<file path="src/rtl/syn_fifo_rd_ctrl_pkg.sv">
// Shared types for the synchronous-FIFO read-side drain controller.
// Latency: n/a (types and constants only).
// Backpressure: n/a.
package syn_fifo_pkg;

    typedef enum logic [1:0] {
        RDC_IDLE  = 2'd0,
        RDC_RUN   = 2'd1,
        RDC_FLUSH = 2'd2
    } rdc_state_e;

    // Occupancy counter is sized for the largest legal skid depth so that
    // every legal configuration shares one count width.
    localparam int SKID_DEPTH_MAX = 4;
    localparam int SKID_CNT_W     = $clog2(SKID_DEPTH_MAX + 1);

endpackage

</file>
<file path="src/rtl/syn_fifo_rd_ctrl_if.sv">
// Valid/ready output stream of the read controller.
// Latency: n/a (wiring only).
// Backpressure: consumer drops m_ready; producer holds m_valid/m_data.
interface syn_fifo_rd_ctrl_if #(
    parameter int DATA_WIDTH = 16
);
    logic                  m_valid;
    logic [DATA_WIDTH-1:0] m_data;
    logic                  m_ready;

    modport master (output m_valid, output m_data, input m_ready);
    modport slave  (input m_valid, input m_data, output m_ready);
endinterface

</file>
<file path="src/rtl/syn_fifo_rd_ctrl_skid_buf.sv">
// Small circular buffer holding words read from the FIFO until the consumer pops them.
// Latency: a pushed word is visible on out_data_o the cycle after the push.
// Backpressure: none internally; the caller never pushes into a full buffer unless it also pops.
module syn_fifo_skid_buf
    import syn_fifo_pkg::*;
#(
    parameter int DATA_WIDTH = 16,
    parameter int DEPTH      = 2
) (
    input  logic                  clk_i,
    input  logic                  rst_n_i,
    input  logic                  clear_i,
    input  logic                  push_i,
    input  logic [DATA_WIDTH-1:0] push_data_i,
    input  logic                  pop_i,
    output logic [DATA_WIDTH-1:0] out_data_o,
    output logic [SKID_CNT_W-1:0] count_o
);
    localparam int             PTR_W = $clog2(DEPTH);
    localparam logic [PTR_W-1:0] LAST = PTR_W'(DEPTH - 1);

    logic [DATA_WIDTH-1:0] mem_q [DEPTH];
    logic [PTR_W-1:0]      wr_ptr_q, wr_ptr_d;
    logic [PTR_W-1:0]      rd_ptr_q, rd_ptr_d;
    logic [SKID_CNT_W-1:0] cnt_q, cnt_d;
    logic                  do_push, do_pop;

    function automatic logic [PTR_W-1:0] ptr_inc(input logic [PTR_W-1:0] p);
        return (p == LAST) ? '0 : p + PTR_W'(1);
    endfunction

    assign do_pop  = pop_i && (cnt_q != '0);
    assign do_push = push_i && ((cnt_q != SKID_CNT_W'(DEPTH)) || do_pop);

    // Pointer and occupancy next-state; clear discards everything, including a same-cycle push.
    always_comb begin
        wr_ptr_d = wr_ptr_q;
        rd_ptr_d = rd_ptr_q;
        cnt_d    = cnt_q;
        if (clear_i) begin
            wr_ptr_d = '0;
            rd_ptr_d = '0;
            cnt_d    = '0;
        end else begin
            if (do_push) wr_ptr_d = ptr_inc(wr_ptr_q);
            if (do_pop)  rd_ptr_d = ptr_inc(rd_ptr_q);
            if (do_push && !do_pop)      cnt_d = cnt_q + SKID_CNT_W'(1);
            else if (do_pop && !do_push) cnt_d = cnt_q - SKID_CNT_W'(1);
        end
    end

    // Buffer state registers and storage write.
    always_ff @(posedge clk_i or negedge rst_n_i) begin
        if (!rst_n_i) begin
            wr_ptr_q <= '0;
            rd_ptr_q <= '0;
            cnt_q    <= '0;
            for (int i = 0; i < DEPTH; i++) mem_q[i] <= '0;
        end else begin
            wr_ptr_q <= wr_ptr_d;
            rd_ptr_q <= rd_ptr_d;
            cnt_q    <= cnt_d;
            if (do_push && !clear_i) mem_q[wr_ptr_q] <= push_data_i;
        end
    end

    assign out_data_o = mem_q[rd_ptr_q];
    assign count_o    = cnt_q;

endmodule

</file>
<file path="src/rtl/syn_fifo_rd_ctrl.sv">
// Drains the synchronous FIFO onto a valid/ready stream, with a discard-flush mode and a delivered-word counter.
// Latency: m_valid rises 2 cycles after the first rd_o; 1 word/cycle sustained while m_ready=1.
// Backpressure: rd_o is withheld whenever buffered plus in-flight words would exceed SKID_DEPTH.
module syn_fifo_rd_ctrl
    import syn_fifo_pkg::*;
#(
    parameter int DATA_WIDTH = 16,
    parameter int SKID_DEPTH = 2,
    parameter int CNT_WIDTH  = 16
) (
    input  logic                  clk_i,
    input  logic                  rst_n_i,
    input  logic                  en_i,
    input  logic                  flush_i,
    input  logic                  fifo_empty_i,
    input  logic [DATA_WIDTH-1:0] fifo_data_i,
    output logic                  rd_o,
    output logic                  oe_o,
    syn_fifo_rd_ctrl_if.master    m,
    output logic                  busy_o,
    output logic                  flush_done_o,
    output logic [CNT_WIDTH-1:0]  rd_count_o
);
    localparam int OCC_W = SKID_CNT_W + 1;

    rdc_state_e            state_q, state_d;
    logic                  rd_q;
    logic                  flush_done_q, flush_done_d;
    logic [CNT_WIDTH-1:0]  cnt_q, cnt_d;
    logic [SKID_CNT_W-1:0] buf_cnt;
    logic [DATA_WIDTH-1:0] buf_data;
    logic                  flush_entry;
    logic                  m_valid, pop, pop_eff, push;
    logic [OCC_W-1:0]      occ;

    // Mode sequencing: flush beats enable; flush exits only once the FIFO and the read pipe are empty.
    always_comb begin
        state_d      = state_q;
        flush_done_d = 1'b0;
        unique case (state_q)
            RDC_IDLE: begin
                if (flush_i)   state_d = RDC_FLUSH;
                else if (en_i) state_d = RDC_RUN;
            end
            RDC_RUN: begin
                if (flush_i)    state_d = RDC_FLUSH;
                else if (!en_i) state_d = RDC_IDLE;
            end
            RDC_FLUSH: begin
                if (fifo_empty_i && !rd_q && !flush_i) begin
                    state_d      = RDC_IDLE;
                    flush_done_d = 1'b1;
                end
            end
            default: state_d = RDC_IDLE;
        endcase
    end

    assign flush_entry = (state_d == RDC_FLUSH) && (state_q != RDC_FLUSH);

    // Words held in FLUSH are invisible to the consumer; captures during FLUSH are dropped.
    assign m_valid = (state_q != RDC_FLUSH) && (buf_cnt != '0);
    assign pop     = m_valid && m.m_ready;
    assign pop_eff = (state_q == RDC_FLUSH) ? 1'b0 : pop;
    assign push    = rd_q && (state_q != RDC_FLUSH);

    // Room check counts the word already in flight so a stalled consumer cannot overflow the buffer.
    assign occ  = OCC_W'(buf_cnt) + OCC_W'(rd_q) - OCC_W'(pop_eff);
    assign rd_o = ((state_q == RDC_RUN) || (state_q == RDC_FLUSH)) && !fifo_empty_i
                  && (occ < OCC_W'(SKID_DEPTH));

    // Delivered-word counter restarts whenever a flush begins.
    always_comb begin
        cnt_d = cnt_q;
        if (flush_entry) cnt_d = '0;
        else if (pop)    cnt_d = cnt_q + CNT_WIDTH'(1);
    end

    // State, read pipe, flush-done pulse and counter registers.
    always_ff @(posedge clk_i or negedge rst_n_i) begin
        if (!rst_n_i) begin
            state_q      <= RDC_IDLE;
            rd_q         <= 1'b0;
            flush_done_q <= 1'b0;
            cnt_q        <= '0;
        end else begin
            state_q      <= state_d;
            rd_q         <= rd_o;
            flush_done_q <= flush_done_d;
            cnt_q        <= cnt_d;
        end
    end

    syn_fifo_skid_buf #(
        .DATA_WIDTH (DATA_WIDTH),
        .DEPTH      (SKID_DEPTH)
    ) u_skid (
        .clk_i       (clk_i),
        .rst_n_i     (rst_n_i),
        .clear_i     (flush_entry),
        .push_i      (push),
        .push_data_i (fifo_data_i),
        .pop_i       (pop),
        .out_data_o  (buf_data),
        .count_o     (buf_cnt)
    );

    assign oe_o         = rd_q;
    assign m.m_valid    = m_valid;
    assign m.m_data     = buf_data;
    assign busy_o       = (state_q != RDC_IDLE) || rd_q;
    assign flush_done_o = flush_done_q;
    assign rd_count_o   = cnt_q;

endmodule

</file>
<file path="src/flat_wrapper.sv">
// flat-port wrapper written by rule: the top's interface ports become plain ports
module syn_fifo_rd_ctrl_flat import syn_fifo_pkg::*;
#(
    parameter int DATA_WIDTH = 16,
    parameter int SKID_DEPTH = 2,
    parameter int CNT_WIDTH  = 16
)
  (clk_i, rst_n_i, en_i, flush_i, fifo_empty_i, fifo_data_i, rd_o, oe_o, busy_o, flush_done_o, rd_count_o, m_m_valid, m_m_data, m_m_ready);
  syn_fifo_rd_ctrl_if #(.DATA_WIDTH(DATA_WIDTH)) m_i ();
  input  logic clk_i;
  input  logic rst_n_i;
  input  logic en_i;
  input  logic flush_i;
  input  logic fifo_empty_i;
  input  logic [DATA_WIDTH-1:0] fifo_data_i;
  output logic rd_o;
  output logic oe_o;
  output logic busy_o;
  output logic flush_done_o;
  output logic [CNT_WIDTH-1:0] rd_count_o;
  output wire logic [$bits(m_i.m_valid)-1:0] m_m_valid;
  output wire logic [$bits(m_i.m_data)-1:0] m_m_data;
  input wire logic [$bits(m_i.m_ready)-1:0] m_m_ready;
  assign m_m_valid = m_i.m_valid;
  assign m_m_data = m_i.m_data;
  assign m_i.m_ready = m_m_ready;
  syn_fifo_rd_ctrl #(.DATA_WIDTH(DATA_WIDTH), .SKID_DEPTH(SKID_DEPTH), .CNT_WIDTH(CNT_WIDTH)) u_core (.clk_i(clk_i), .rst_n_i(rst_n_i), .en_i(en_i), .flush_i(flush_i), .fifo_empty_i(fifo_empty_i), .fifo_data_i(fifo_data_i), .rd_o(rd_o), .oe_o(oe_o), .m(m_i), .busy_o(busy_o), .flush_done_o(flush_done_o), .rd_count_o(rd_count_o));
endmodule
</file>
<file path="config.mk">
export PLATFORM = sky130hd
export DESIGN_NAME = syn_fifo_rd_ctrl_flat
export DESIGN_NICKNAME = d
export VERILOG_FILES = /design/src/rtl/syn_fifo_rd_ctrl_pkg.sv /design/src/rtl/syn_fifo_rd_ctrl_if.sv /design/src/rtl/syn_fifo_rd_ctrl_skid_buf.sv /design/src/rtl/syn_fifo_rd_ctrl.sv /design/src/flat_wrapper.sv
export SDC_FILE = /design/constraint.sdc
export NUM_CORES = 1
export LEC_CHECK = 0
export CORE_MARGIN = 4
export CORE_UTILIZATION = 50
export DETAILED_ROUTE_END_ITERATION = 8
export HOLD_SLACK_MARGIN = 0.1
export PLACE_DENSITY_LB_ADDON = 0.12
export SYNTH_ARGS = -nofsm -noshare
export SYNTH_HDL_FRONTEND = slang
export SYNTH_SLANG_ARGS = --single-unit
</file>
<file path="constraint.sdc">
create_clock -name clk_i -period 6.1 [get_ports clk_i]
set_input_delay 0.915 -clock clk_i [delete_from_list [all_inputs] [get_ports clk_i]]
set_output_delay 0.915 -clock clk_i [all_outputs]
set_load 0.005 [all_outputs]
</file>
==> flow_metrics.tcl <==
set metrics [dict create \
    grt_overflow_total 0 \
    vias 1923 \
    cts_root_buf "clkbuf_8" \
    critPathRequiredTime_ns 5.18 \
    die_width_um 83.7 \
    numPortBuffers 58 \
    vdd_drop_max_mv 0.255 \
    hold_viol_final 0 \
    clock_latency_ns 0.32 \
    top_level_ports 59 \
    crit_cells 8 \
    crit_family "buffers and inverters" \
    drt.antenna.violating_nets 0 \
    clock_path_buffers 2 \
    htree_levels 3 \
    slew_violations 0 \
    viasPerCell 5.10 \
    antenna_found_initial 0 \
    ctsResizeCount 0 \
    setup_ws_ns 1.49 \
    cts_buffers 9 \
    ys_seq_elements 57 \
    period_minus_slack_ns 4.61 \
    cpMostUsedCell "clkdlybuf4s50_1" \
    cts_sinks 57 \
    drc_errors 0 \
    fin_area_mm2 0.00369 \
    dp_slack_ns 1.48 \
    rows 27 \
    dieHeight_um 83.7 \
    reg2reg_slack_ns 3.38 \
    die_area_mm2 0.00701 \
    synth_nets 271 \
    maxCapViolCount 0 \
    synthCells 238 \
    place_congestion 0.775 \
    run_status "finished clean" \
    max_freq_mhz 217 \
    cts_tree "yes" \
    ys_seq_area_frac 0.498 \
    period_share 0.755 \
    num-nets-final 333 \
    ys.warnings.count 0 \
    dp.final_hpwl_um 3810 \
    worstSetupPathType "in -> out" \
    cts_hold_repair.buffers 0 \
    core_mm2 0.00554 \
    fin_worst_skew_ns 0.00690 \
    rsz0062_at_grt "false" \
    grt_max_degree 58 \
    p_leak_nw 1.68 \
    grt_pass1_wl_um 9400 \
    tightest_slew_ns 1.09 \
    synthesis.area_mm2 0.00287 \
    grt_usage 0.165 \
    drtIter0Drc 79 \
    slew_headroom 0.270 \
    wl_per_cell_um 14.3 \
    synth_cell_types 35 \
    grt_pass1_vias 1978 \
    finalSetupViolations 0 \
    cp-start-kind "primary input" \
    dpl_cell_area_mm2 0.00350 \
    drt-pass1-iter-count 4 \
    critical_path.cell_chain "clkdlybuf4s50_1 -> nor3b_2 -> ha_1 -> nor2b_1 -> fa_1 -> nor3_1 -> and3_1 -> clkdlybuf4s50_1" \
    min_path_cells 1 \
    path_buf_inv 2 \
    start_util 0.517 \
    worstPathMaxFanout 7 \
    max_stage_delay_ns 0.52 \
    reg2reg_depth 7 \
    cts.reportedPaths.clkPinSlew_ns 0.07 \
    synth.avg_cell_area_um2 12.0 \
    area_growth_pct 28.7 \
    hold_path_class "reg -> reg" \
    cts_setup_buffers 0 \
    final.setup.tns_ns 0 \
    drive_above_1_share 0.233 \
    critPathSlowestCell "clkdlybuf4s50_1" \
    end_kind "primary output" \
    power.density_mw_per_mm2 430 \
    diodes 0 \
    critPathArrivalTime_ns 3.69 \
    drt-total-wl_um 5410 \
]
[area by class of cell]
cell class                 count  area, um2
tap                           72       90.1
fill                         445       1850
timing repair buffer          60        591
inverter                      12       45.0
clock inverter                 5       56.3
clock buffer                  11        131
multi-input combinational    160       1350
sequential                    57       1430
[power breakdown]
group | leakage, nW | internal [mW] | switching, mW | total (mW)
Clock | 0.0933 | 0.188 | 0.146 | 0.334
Sequential | 0.767 | 0.495 | 0.0970 | 0.592
Combinational | 0.817 | 0.398 | 0.261 | 0.659
Total | 1.68 | 1.08 | 0.504 | 1.58
[flip-flops by register name, indices dropped and copies added (netlist names)]
signal and count:
u_core.u_skid.mem_q 32, u_core.state_q 2, u_core.rd_count_o 16, u_core.u_skid.count_o 3, u_core.u_skid.rd_ptr_q 1, u_core.u_skid.wr_ptr_q 1, u_core.oe_o 1, u_core.flush_done_o 1
[stage by stage]
stage	total power, mW	cells	hold slack [ns]	utilization
finish	1.58	377	0.504	0.666
global route	1.71	377	0.521	0.666
CTS	1.61	377	0.508	0.666
detailed placement	1.26	361	0.492	0.632
global placement	1.25	361	0.483	0.632
floorplan	0.995	238	0.475	-
[cell families (layout without fill, tap and decap cells)]
kind of cell,count (synthesis),in the layout,share of synthesized area
simple gates,62,62,0.111
flops,57,57,0.498
mux,50,50,0.207
buf+inv,21,88,0.0341
compound gates,19,19,0.0415
xor+xnor,18,18,0.0550
fa+ha+maj,11,11,0.0533
[layout by cell type, fill, tap and decap left out, drive strengths merged, types with 3 or more instances in the layout]
cell / count
nor3: 5
nand2: 10
mux2: 48
clkinv: 3
a21oi: 8
o21ai: 6
or3: 4
nor2: 22
xnor2: 8
ha: 9
nand4: 4
inv: 12
buf: 3
dfrtp: 57
clkdlybuf4s50: 57
clkbuf: 11
nand3: 7
xor2: 10
[synthesized netlist by cell type, drive strengths merged]
| master | instances | area (um2) |
|---|---|---|
| nor2 | 22 | 82.6 |
| a21oi | 8 | 43.8 |
| xor2 | 10 | 87.6 |
| inv | 12 | 45.0 |
| xnor2 | 8 | 70.1 |
| nand4b | 1 | 8.76 |
| dfrtp | 57 | 1430 |
| ha | 9 | 113 |
| nor3 | 5 | 25.0 |
| or3 | 4 | 25.0 |
| a31oi | 1 | 12.5 |
| mux2i | 2 | 20.0 |
| and3 | 1 | 6.26 |
| nand3b | 1 | 7.51 |
| a21o | 2 | 15.0 |
| fa | 2 | 40.0 |
| nor4 | 2 | 12.5 |
| or4b | 1 | 10.0 |
| or4 | 1 | 7.51 |
| nor3b | 1 | 12.5 |
| nand4 | 4 | 25.0 |
| o21a | 1 | 7.51 |
| mux2 | 48 | 574 |
| nand3 | 7 | 40.0 |
| o21ai | 6 | 30.0 |
| or3b | 1 | 11.3 |
| clkbuf | 6 | 22.5 |
| nor2b | 1 | 6.26 |
| a311o | 1 | 10.0 |
| nand2 | 10 | 37.5 |
| buf | 3 | 30.0 |
[layer usage]
layer,global-route usage,vias up,wire length (um)
li1,-,946,-
met1,0.223,928,2600
met2,0.256,42,2540
met3,0.0405,7,208
met4,0.0614,0,66
met5,0,-,0
[path summary, 6_finish.rpt]
check,from,end
setup / recovery,m_m_ready,rd_o
hold / removal,u_core.u_skid.mem_q[18],u_core.u_skid.mem_q[18]
setup reg to reg,u_core.state_q[1],u_core.u_skid.mem_q[16]
hold reg to reg,u_core.u_skid.mem_q[18],u_core.u_skid.mem_q[18]
max in group asynchronous,rst_n_i,u_core.u_skid.mem_q[16]
min in group asynchronous,rst_n_i,u_core.rd_count_o[12]
(Power assumes the default switching activity.)
